<file path="src/rtl/debounce_bank.sv">
// debounce_bank: multi-channel tick-sampled button debouncer with edge and auto-repeat pulses
module debounce_bank #(
  parameter int N_CH          = 4,
  parameter int TICK_DIV      = 250000,
  parameter int STABLE_TICKS  = 4,
  parameter int REPEAT_DELAY  = 0,
  parameter int REPEAT_PERIOD = 1
) (
  input  logic            clock_i,
  input  logic            reset_n_i,
  input  logic [N_CH-1:0] signal_i,
  output logic [N_CH-1:0] level_o,
  output logic [N_CH-1:0] rise_pulse_o,
  output logic [N_CH-1:0] fall_pulse_o,
  output logic [N_CH-1:0] press_pulse_o,
  output logic            tick_o
);
  localparam int PW = TICK_DIV > 1 ? $clog2(TICK_DIV) : 1;
  localparam int CW = $clog2(STABLE_TICKS + 1);
  localparam logic [PW-1:0] PRE_LAST = PW'(TICK_DIV - 1);
  localparam logic [CW-1:0] CNT_LAST = CW'(STABLE_TICKS - 1);
  logic [N_CH-1:0] meta_q, sync_q, level_q, rise_q, fall_q, press_q, flip, fire;
  logic [PW-1:0]   pre_q, pre_d;
  logic            tick;
  assign tick          = pre_q == PRE_LAST;
  assign pre_d         = tick ? '0 : pre_q + 1'b1;
  assign tick_o        = tick;
  assign level_o       = level_q;
  assign rise_pulse_o  = rise_q;
  assign fall_pulse_o  = fall_q;
  assign press_pulse_o = press_q;
  // Synchronize raw pins, run the shared prescaler and register level and pulses
  always_ff @(posedge clock_i or negedge reset_n_i) begin
    if (!reset_n_i) begin
      meta_q  <= '0;
      sync_q  <= '0;
      pre_q   <= '0;
      level_q <= '0;
      rise_q  <= '0;
      fall_q  <= '0;
      press_q <= '0;
    end else begin
      meta_q  <= signal_i;
      sync_q  <= meta_q;
      pre_q   <= pre_d;
      level_q <= level_q ^ flip;
      rise_q  <= flip & ~level_q;
      fall_q  <= flip & level_q;
      press_q <= (flip & ~level_q) | fire;
    end
  end
  for (genvar c = 0; c < N_CH; c++) begin : g_ch
    logic [CW-1:0] cnt_q, cnt_d;
    logic          differ;
    assign differ  = sync_q[c] != level_q[c];
    assign flip[c] = tick && differ && cnt_q == CNT_LAST;
    assign cnt_d   = !tick ? cnt_q : (!differ || flip[c]) ? '0 : cnt_q + 1'b1;
    // Run length of consecutive samples disagreeing with the accepted level
    always_ff @(posedge clock_i or negedge reset_n_i) begin
      if (!reset_n_i) cnt_q <= '0;
      else cnt_q <= cnt_d;
    end
    if (REPEAT_DELAY > 0) begin : g_rep
      localparam int RMAX = REPEAT_DELAY > REPEAT_PERIOD ? REPEAT_DELAY : REPEAT_PERIOD;
      localparam int RW = $clog2(RMAX + 1);
      logic [RW-1:0] rep_q, rep_d;
      assign fire[c] = tick && level_q[c] && !flip[c] && rep_q == RW'(1);
      assign rep_d   = flip[c] ? (level_q[c] ? '0 : RW'(REPEAT_DELAY)) :
                       (tick && level_q[c]) ? (fire[c] ? RW'(REPEAT_PERIOD) : rep_q - 1'b1) : rep_q;
      // Ticks remaining until the next auto-repeat while the button is held
      always_ff @(posedge clock_i or negedge reset_n_i) begin
        if (!reset_n_i) rep_q <= '0;
        else rep_q <= rep_d;
      end
    end else begin : g_norep
      assign fire[c] = 1'b0;
    end
  end
endmodule

</file>
<file path="config.mk">
export PLATFORM = sky130hd
export DESIGN_NAME = debounce_bank
export DESIGN_NICKNAME = d
export VERILOG_FILES = /design/src/rtl/debounce_bank.sv
export SDC_FILE = /design/constraint.sdc
export NUM_CORES = 1
export LEC_CHECK = 0
export CORE_MARGIN = 10
export CORE_UTILIZATION = 55
export CTS_CLUSTER_DIAMETER = 30
export DETAILED_ROUTE_END_ITERATION = 16
export PLACE_DENSITY_LB_ADDON = 0.15
export SLEW_MARGIN = 20
export SYNTH_ARGS = -nofsm -noshare
export SYNTH_HDL_FRONTEND = slang
export SYNTH_SLANG_ARGS = --single-unit
</file>
<file path="constraint.sdc">
create_clock -name clock_i -period 2.2 [get_ports clock_i]
set_input_delay 0.55 -clock clock_i [delete_from_list [all_inputs] [get_ports clock_i]]
set_output_delay 0.55 -clock clock_i [all_outputs]
set_load 0.01 [all_outputs]
</file>
## Word-level counts from Yosys, hierarchy flattened

Index checks and enable logic that the tools add are counted.

| word-level totals | value |
|---|---|
| register bits | 50 |
| input port bits | 6 |

| operators by class | value |
|---|---|
| equality and inequality tests | 9 |
| bitwise gates (word level) | 4 |
| mux-type cells | 5 |
| reduce and logical (&&, ||, !) cells | 16 |
| $add $sub $neg | 5 |

Operators with widths:

| cell | number |
|---|---|
| $add 18x1->18 const B | 1 |
| $eq 18x18->1 const B | 1 |
| $mux 18 | 1 |
| $add 3x1->3 const B | 4 |
| $eq 3x2->1 const B | 4 |
| $mux 3 | 4 |
| $and 4x4->4 | 2 |
| $logic_and 1x1->1 | 8 |
| $logic_not 1->1 | 4 |
| $logic_or 1x1->1 | 4 |
| $ne 1x1->1 | 4 |
| $not 4->4 | 1 |
| $xor 4x4->4 | 1 |

## Longest topological paths before layout

Gate-level depths: netlist of run 1.

| depth | value |
|---|---|
| depth in word-level cells | 5 |
| gate-level depth with buffers | 6 |

## Worst setup path before layout of run 1

Ideal clock, no wire load.

| path | value |
|---|---|
| path type | register -> register |
| start | register pre_q[0] |
| end | register level_q[0] (netlist: level_o[0]) |
| path slack | 0.151 ns |
| clock period less this slack | 2.049 ns |
| path buffers | 0 |
| arrival | 1.986 ns |
| stages on the path, launching flop included | 7 |
| required time | 2.137 ns |
| cells stage by stage | dfrtp_1 > ha_1 > nand3_1 > nor4_1 > and3_1 > ha_1 > inv_1 |

| on the way | value |
|---|---|
| cells in the longest elaborated chain, start to end | 4 |

Ends and longest elaborated chain:

| item | RTL line | source |
|---|---|---|
| start: declaration | 23 | `logic [PW-1:0] pre_q, pre_d;` |
| start signal: assignment | 45 | `pre_q <= pre_d;` |
| $eq 18x18->1 | 25 | `assign tick = pre_q == PRE_LAST;` |
| net tick_o | 16 | `output logic tick_o` |
| $logic_and 1x1->1 (2 in series) | 56 | `assign flip[c] = tick && differ && cnt_q == CNT_LAST;` |
| $xor 4x4->4 | 46 | `level_q <= level_q ^ flip;` |
| end signal: assignment | 46 |  |
| end: declaration | 22 | `logic [N_CH-1:0] meta_q, sync_q, level_q, rise_q, fall_q, press_q, flip, fire;` |

The timed path passes the listed nets, and every way through them passes these cells.
A chain may end at the register's enable or synchronous reset.

## Worst setup path in the final report of run 1

| path | value |
|---|---|
| start | register pre_q[6] |
| end | output port tick_o |

| on the way | value |
|---|---|
| cells in the longest elaborated chain, start to end | 1 |

Ends and longest elaborated chain:

| item | RTL line |
|---|---|
| $eq 18x18->1 | 25 |
| end: declaration | 16 |

Every way passes these cells.

==> results.toml, run 1 <==
[grt]
grt_use_total_pct = 12.3
grt_pass1_wl_um = 7160
grt_pass1_vias = 1591
grt_overflow = 0
antenna_found_initial = 0
grt_max_degree = 35

[clock_network]
cts_htree_levels = 2
cts.sinks = 50
clockRootBuffer = "clkbuf_8"
numCtsBuffers = 5
clk_latency_ns = 0.30
cts_hold_buf = 0
cts_tree = "yes"
clk_path_buf_depth = 2
clk_pin_slew_ns = 0.09

[layout]
design_area_sq_mm = 0.00280
layout-drive-gt1-share_pct = 22.7
area_growth_pct = 25.2
mostFrequentLayoutCell = "dfrtp_1"
utilization_pct = 70.5
nNetsFinal = 260
antenna_cells = 0
final_cell_mix = "50 x dfrtp_1, 26 x buf_4, 25 x nor2_1, 20 x clkdlybuf4s50_1"

[worst_setup_path]
crit_slowest_cell = "dfrtp_1"
worstSetupPathType = "reg -> out"
reg2reg_to = "g_ch[0].cnt_q[1]"
cp_max_fo = 2
path_cells = "nor4b_2 > nand2_1 > nor4_4 > buf_2"
r2r_slack_ns = 0.14
critical_path_arrival_ns = 1.66
max_stage_delay_ns = 0.39
cp-endpoint = "tick_o"
critPathLaunch = "pre_q[6]"
reg2reg_from = "pre_q[6]"
end_kind = "primary output"
crit_required_ns = 1.65
critPathLaunchType = "flop"
reg2reg_depth = 7

[place]
dp_hpwl_um = 3110
place.gp.congestion = 0.888
port_buffers = 22
post_dp_cell_area_sq_mm = 0.00266

[power_and_ir_drop]
power_frac_comb_pct = 2.3
power_density_mw_per_mm2 = 570
p_int_mw = 1.28
seqPwrFrac_pct = 58.1
swShare_pct = 20.0
leakage_nw = 1.43
p_switching_mw = 0.320
ir_worst_vdd_v = 0.000381
clkPwrFrac_pct = 39.6

[die]
rows = 23
fp.dieW_um = 83.8
initial_utilization_pct = 56.3
dieArea_sq_mm = 0.00702
pin_count = 23
coreArea_sq_mm = 0.00397
die-height_um = 83.8

[logic_synthesis]
syn-instance-count = 188
synth_cell_types = 25
avgSynthCellArea_sq_um = 11.9
synth-seq-area-share_pct = 56.0
synth_fp_nets = 211
yosysWarnings = 0
synth_seq_cells = 50
netlist_area_sq_mm = 0.00224

[job]
drv_cap = 0

[timing]
finalWorstSetupSlack_ns = -0.0138
max_slew_margin_pct = 49.9
slew_violations = 0
rsz0062_at_grt = "yes"
hold_viol_final = 0
tightest_slew_ns = 0.752
finalSetupViolCount = 1
finalSetupTns_ns = -0.0138
fin_crit_ns = 2.21
fmax_mhz = 452
fin_skew_ns = 0.0100
period_share_pct = 101

[drt]
via_count = 1463
ant_nets = 0
dr.pass1.iters = 4
wl_per_cell_um = 14.2
via_per_inst = 5.08
routed_wl_um = 4090
drt_iter0_markers = 57
route.detailed.drc = 0

[outcome]
run_status = "finished, violations left"
failed_checks = "negative setup slack"

[hold_path]
hp-class = "in -> async"
==> timing repair <==
action / 4_1_cts / 5_1_grt
resized for setup: 6 / 2
pin swaps: 0 / 2
setup buffers: 0 / 1
endpoints found under the setup margin: 1 / 1
==> synthesized netlist by cell type (all sizes together) <==
cell	n	area (sq um)
nor3	2	10.0
and3	5	31.3
ha	17	213
nand3	7	47.6
xnor2	6	52.6
nand2b	4	25.0
mux2	12	135
dfrtp	50	1250
a21oi	2	10.0
nand2	7	26.3
or3	1	11.3
nand4	4	25.0
clkbuf	1	3.75
nor4	5	46.3
buf	5	37.5
inv	17	63.8
o31ai	1	7.51
nor4b	2	17.5
a31o	1	8.76
xor2	12	105
nor2b	1	6.26
nor2	25	93.8
or4	1	7.51
==> worst min-delay path by stage <==
stage	endpoint	slack, ns	cells past startpoint	from
after global placement	sync_q[3]	0.33	0	meta_q[3]
after CTS	fall_pulse_o[3]	0.32	1	reset_n_i
final	level_o[3]	0.31	1	reset_n_i
after global routing	meta_q[3]	0.36	1	reset_n_i
after floorplan	fall_pulse_o[0]	0.25	0	reset_n_i
after detailed placement	sync_q[3]	0.34	0	meta_q[3]
==> state kept, by name (all words and copies together), names as in the netlist <==
register       flops
pre_q             18
g_ch.cnt_q        12
fall_pulse_o       4
level_o            4
meta_q             4
press_pulse_o      4
sync_q             4
==> layer usage <==
layer / vias to the layer above / share of wire (%) / GRT usage [%]
li1: 720 / - / -
met2: 31 / 50 / 21.5
met5: - / 0 / 0
met3: 8 / 5.0 / 3.52
met4: 0 / 1.9 / 6.09
met1: 704 / 43 / 13.3
==> stage by stage <==
| stage | setup slack [ns] | instances | power (mW) | hold WS (ns) |
|---|---|---|---|---|
| floorplan | 0.151 | 188 | 0.953 | 0.254 |
| global placement | -0.135 | 279 | 0.982 | 0.334 |
| detailed placement | -0.135 | 279 | 0.984 | 0.338 |
| CTS | 0.0201 | 287 | 1.62 | 0.321 |
| global route | -0.0806 | 288 | 1.66 | 0.357 |
| finish | -0.0138 | 288 | 1.60 | 0.307 |
==> worst max-delay path, delay by kind of cell, from the launching register on <==
| family | cells | cell delay (ns) |
|---|---|---|
| simple gates | 3 | 0.79 |
| buf+inv | 1 | 0.18 |
| flops | 1 | 0.39 |
==> cell type report <==
cell class	instances	area, sq um
clock buffer	6	72.6
clock inverter	2	37.5
fill	273	1170
inverter	17	63.8
multi-input combinational	115	907
sequential	50	1250
tap	50	62.6
timing repair buffer	48	405
==> logic make-up (layout without fill, tap and decap cells) <==
logic type	Yosys count	count (layout)	synth area share, %
and+or+nand+nor	64	64	15.6
DFF	50	50	56.0
buffers and inverters	23	73	4.70
xor gates and xnor gates	18	18	7.05
adders and majority gates	17	17	9.51
muxes	12	12	6.04
AOI/OAI and AO/OA	4	4	1.18
==> power by group through the flow <==
stage	Combinational, mW	Sequential (mW)	Clock (mW)
floorplan	0.00705	0.946	0
global placement	0.0354	0.946	0
detailed placement	0.0376	0.947	0
CTS	0.0378	0.928	0.651
global route	0.0423	0.929	0.689
finish	0.0362	0.928	0.632
No activity file was read; power rests on OpenSTA's default activity.
==> run 2, diff against run 1 <==
Settings changed: DONT_BUFFER_PORTS set to 1.
==> run 2 against run 1 <==
The flow now finishes without violations. Flip-flop and latch count stayed put. Sequential power is essentially flat. Final cell count is 13% lower. Cell area fell by 11%. Die area stayed put. Register-to-register slack better by 0.10 ns. Critical endpoint unchanged.
==> results.toml, run 2 (same netlist as run 1, synthesis figures left out) <==
[grt]
grt_use_total_pct = 11.2
antenna_found_initial = 0
grt_pass1_wl_um = 6440
grt_max_degree = 51
grt_pass1_vias = 1393
grt_overflow = 0

[place]
pre_cts_ws_ns = 0.179
dp_hpwl_um = 2650
port_buffers = 0
place.gp.congestion = 0.756

[timing]
finalWorstSetupSlack_ns = 0.107
finalSetupViolCount = 0
slew_violations = 0
finalSetupTns_ns = 0
tightest_slew_ns = 0.599
hold_viol_final = 0
period_share_pct = 95.1
fin_crit_ns = 2.09
fmax_mhz = 478
fin_skew_ns = 0.00739
max_slew_margin_pct = 59.7

[clock_network]
clk_latency_ns = 0.30
clk_pin_slew_ns = 0.09
cts_htree_levels = 2
cts.sinks = 50
clk_path_buf_depth = 2
numCtsBuffers = 5
cts_tree = "yes"
clockRootBuffer = "clkbuf_8"

[worst_setup_path]
worstSetupPathType = "reg -> out"
crit_slowest_cell = "dfrtp_2"
cp_max_fo = 4
path_cells = "ha_4 > nand3_4 > nor4_4 > buf_4"
critical_path_arrival_ns = 1.54
critPathLaunchType = "flop"
crit_required_ns = 1.65
end_kind = "primary output"
max_stage_delay_ns = 0.42

[layout]
final_cell_mix = "47 x dfrtp_1, 25 x nor2_1, 17 x inv_1, 16 x ha_1"
utilization_pct = 63.0
area_growth_pct = 12.0
reg_top3 = "pre_q (18), g_ch.cnt_q (12)"
antenna_cells = 0
top_register = "pre_q"
n_fill_cell = 303
nNetsFinal = 222
layout-drive-gt1-share_pct = 21.0
mostFrequentLayoutCell = "dfrtp_1"
largest_reg_flops = 18

[drt]
wl_per_cell_um = 15.1
routed_wl_um = 3770
route.detailed.drc = 0
dr.pass1.iters = 5
ant_nets = 0
via_per_inst = 5.31
via_count = 1328
drt_iter0_markers = 40

[power_and_ir_drop]
leakage_nw = 1.27
ir_worst_vdd_v = 0.000353
power_density_mw_per_mm2 = 598

[die]
dieArea_sq_mm = 0.00702
fp.dieW_um = 83.8
pin_count = 23
rows = 23
initial_utilization_pct = 56.3
die-height_um = 83.8
coreArea_sq_mm = 0.00397

[outcome]
run_status = "complete, no violations"

[hold_path]
hp-class = "in -> async"

[job]
drv_cap = 0
-- run 2: cell types whose count changed in the layout (fill, tap and decap cells not counted), sizes merged --
cell / previous run / this run
buf: 28 / 10
bufinv: 1 / 0
clkinv: 0 / 1
clkdlybuf4s50: 20 / 0
-- run 2: stage by stage --
step / cells / cell area, sq um / hold slack (ns) / power (mW)
after global placement: 236 / 2290 / 0.256 / 0.955
after floorplan: 188 / 2240 / 0.254 / 0.953
after detailed placement: 236 / 2290 / 0.256 / 0.955
after global routing: 250 / 2500 / 0.0759 / 1.57
final: 250 / 2500 / 0.0851 / 1.50
after CTS: 249 / 2460 / 0.0868 / 1.53
-- run 2: final timing paths --
check                             from  depth (start not counted)                to  slack, ns
setup / recovery              pre_q[1]                          4            tick_o       0.11
hold / removal               reset_n_i                          1        level_o[3]       0.09
setup reg to reg              pre_q[8]                          6  g_ch[0].cnt_q[2]       0.24
hold reg to reg              meta_q[1]                          0         sync_q[1]       0.35
max in group asynchronous    reset_n_i                          1          pre_q[5]       1.89
min in group clock_i       signal_i[3]                          0         meta_q[3]       0.27
-- run 2: where the power goes --
group	total [mW]	internal (mW)	leakage, nW	switching, mW
sequential	0.928	0.925	0.664	0.00247
combinational	0.0301	0.00837	0.561	0.0217
clock	0.540	0.253	0.0472	0.287
-- run 2: area by class of cell --
cell class / instances / area (sq um) / share of cell area [%]
Sequential cell: 50 / 1250 / 50.1
Multi-Input combinational cell: 115 / 932 / 37.2
Timing Repair Buffer: 10 / 95.1 / 3.80
Clock buffer: 6 / 82.6 / 3.30
Inverter: 17 / 63.8 / 2.55
Tap cell: 50 / 62.6 / 2.50
Clock inverter: 2 / 12.5 / 0.500
-- run 2: repair_timing --
| action | CTS | global route |
|---|---|---|
| hold buffers | 1 | 0 |
| endpoints found under the hold margin | 50 | 0 |
| setup endpoints to repair | 1 | 1 |
| pin swaps | 2 | 2 |
| buffers inserted | 4 | 1 |
| gates resized for setup | 4 | 7 |
-- run 2: critical path, delay by kind of cell, from the launching register on --
| family | cells | cell delay, ns |
|---|---|---|
| flip-flops | 1 | 0.42 |
| adder cells (fa/ha/maj) | 1 | 0.18 |
| AND/OR/NAND/NOR | 2 | 0.46 |
| buffers and inverters | 1 | 0.18 |
-- run 2: layer usage --
metal / vias to the layer above / wire length (um) / global-route usage (%)
li1: 642 / - / -
met1: 652 / 1570 / 12.1
met2: 28 / 1950 / 18.5
met3: 6 / 186 / 4.79
met4: 0 / 68 / 5.02
met5: - / 0 / 0
==> run 3, diff against run 2 <==
Settings changed: CTS_BUF_LIST set to sky130_fd_sc_hd__clkbuf_8.
==> results of run 3 <==
Final layout, timing and power as in run 2 (identical DEF).
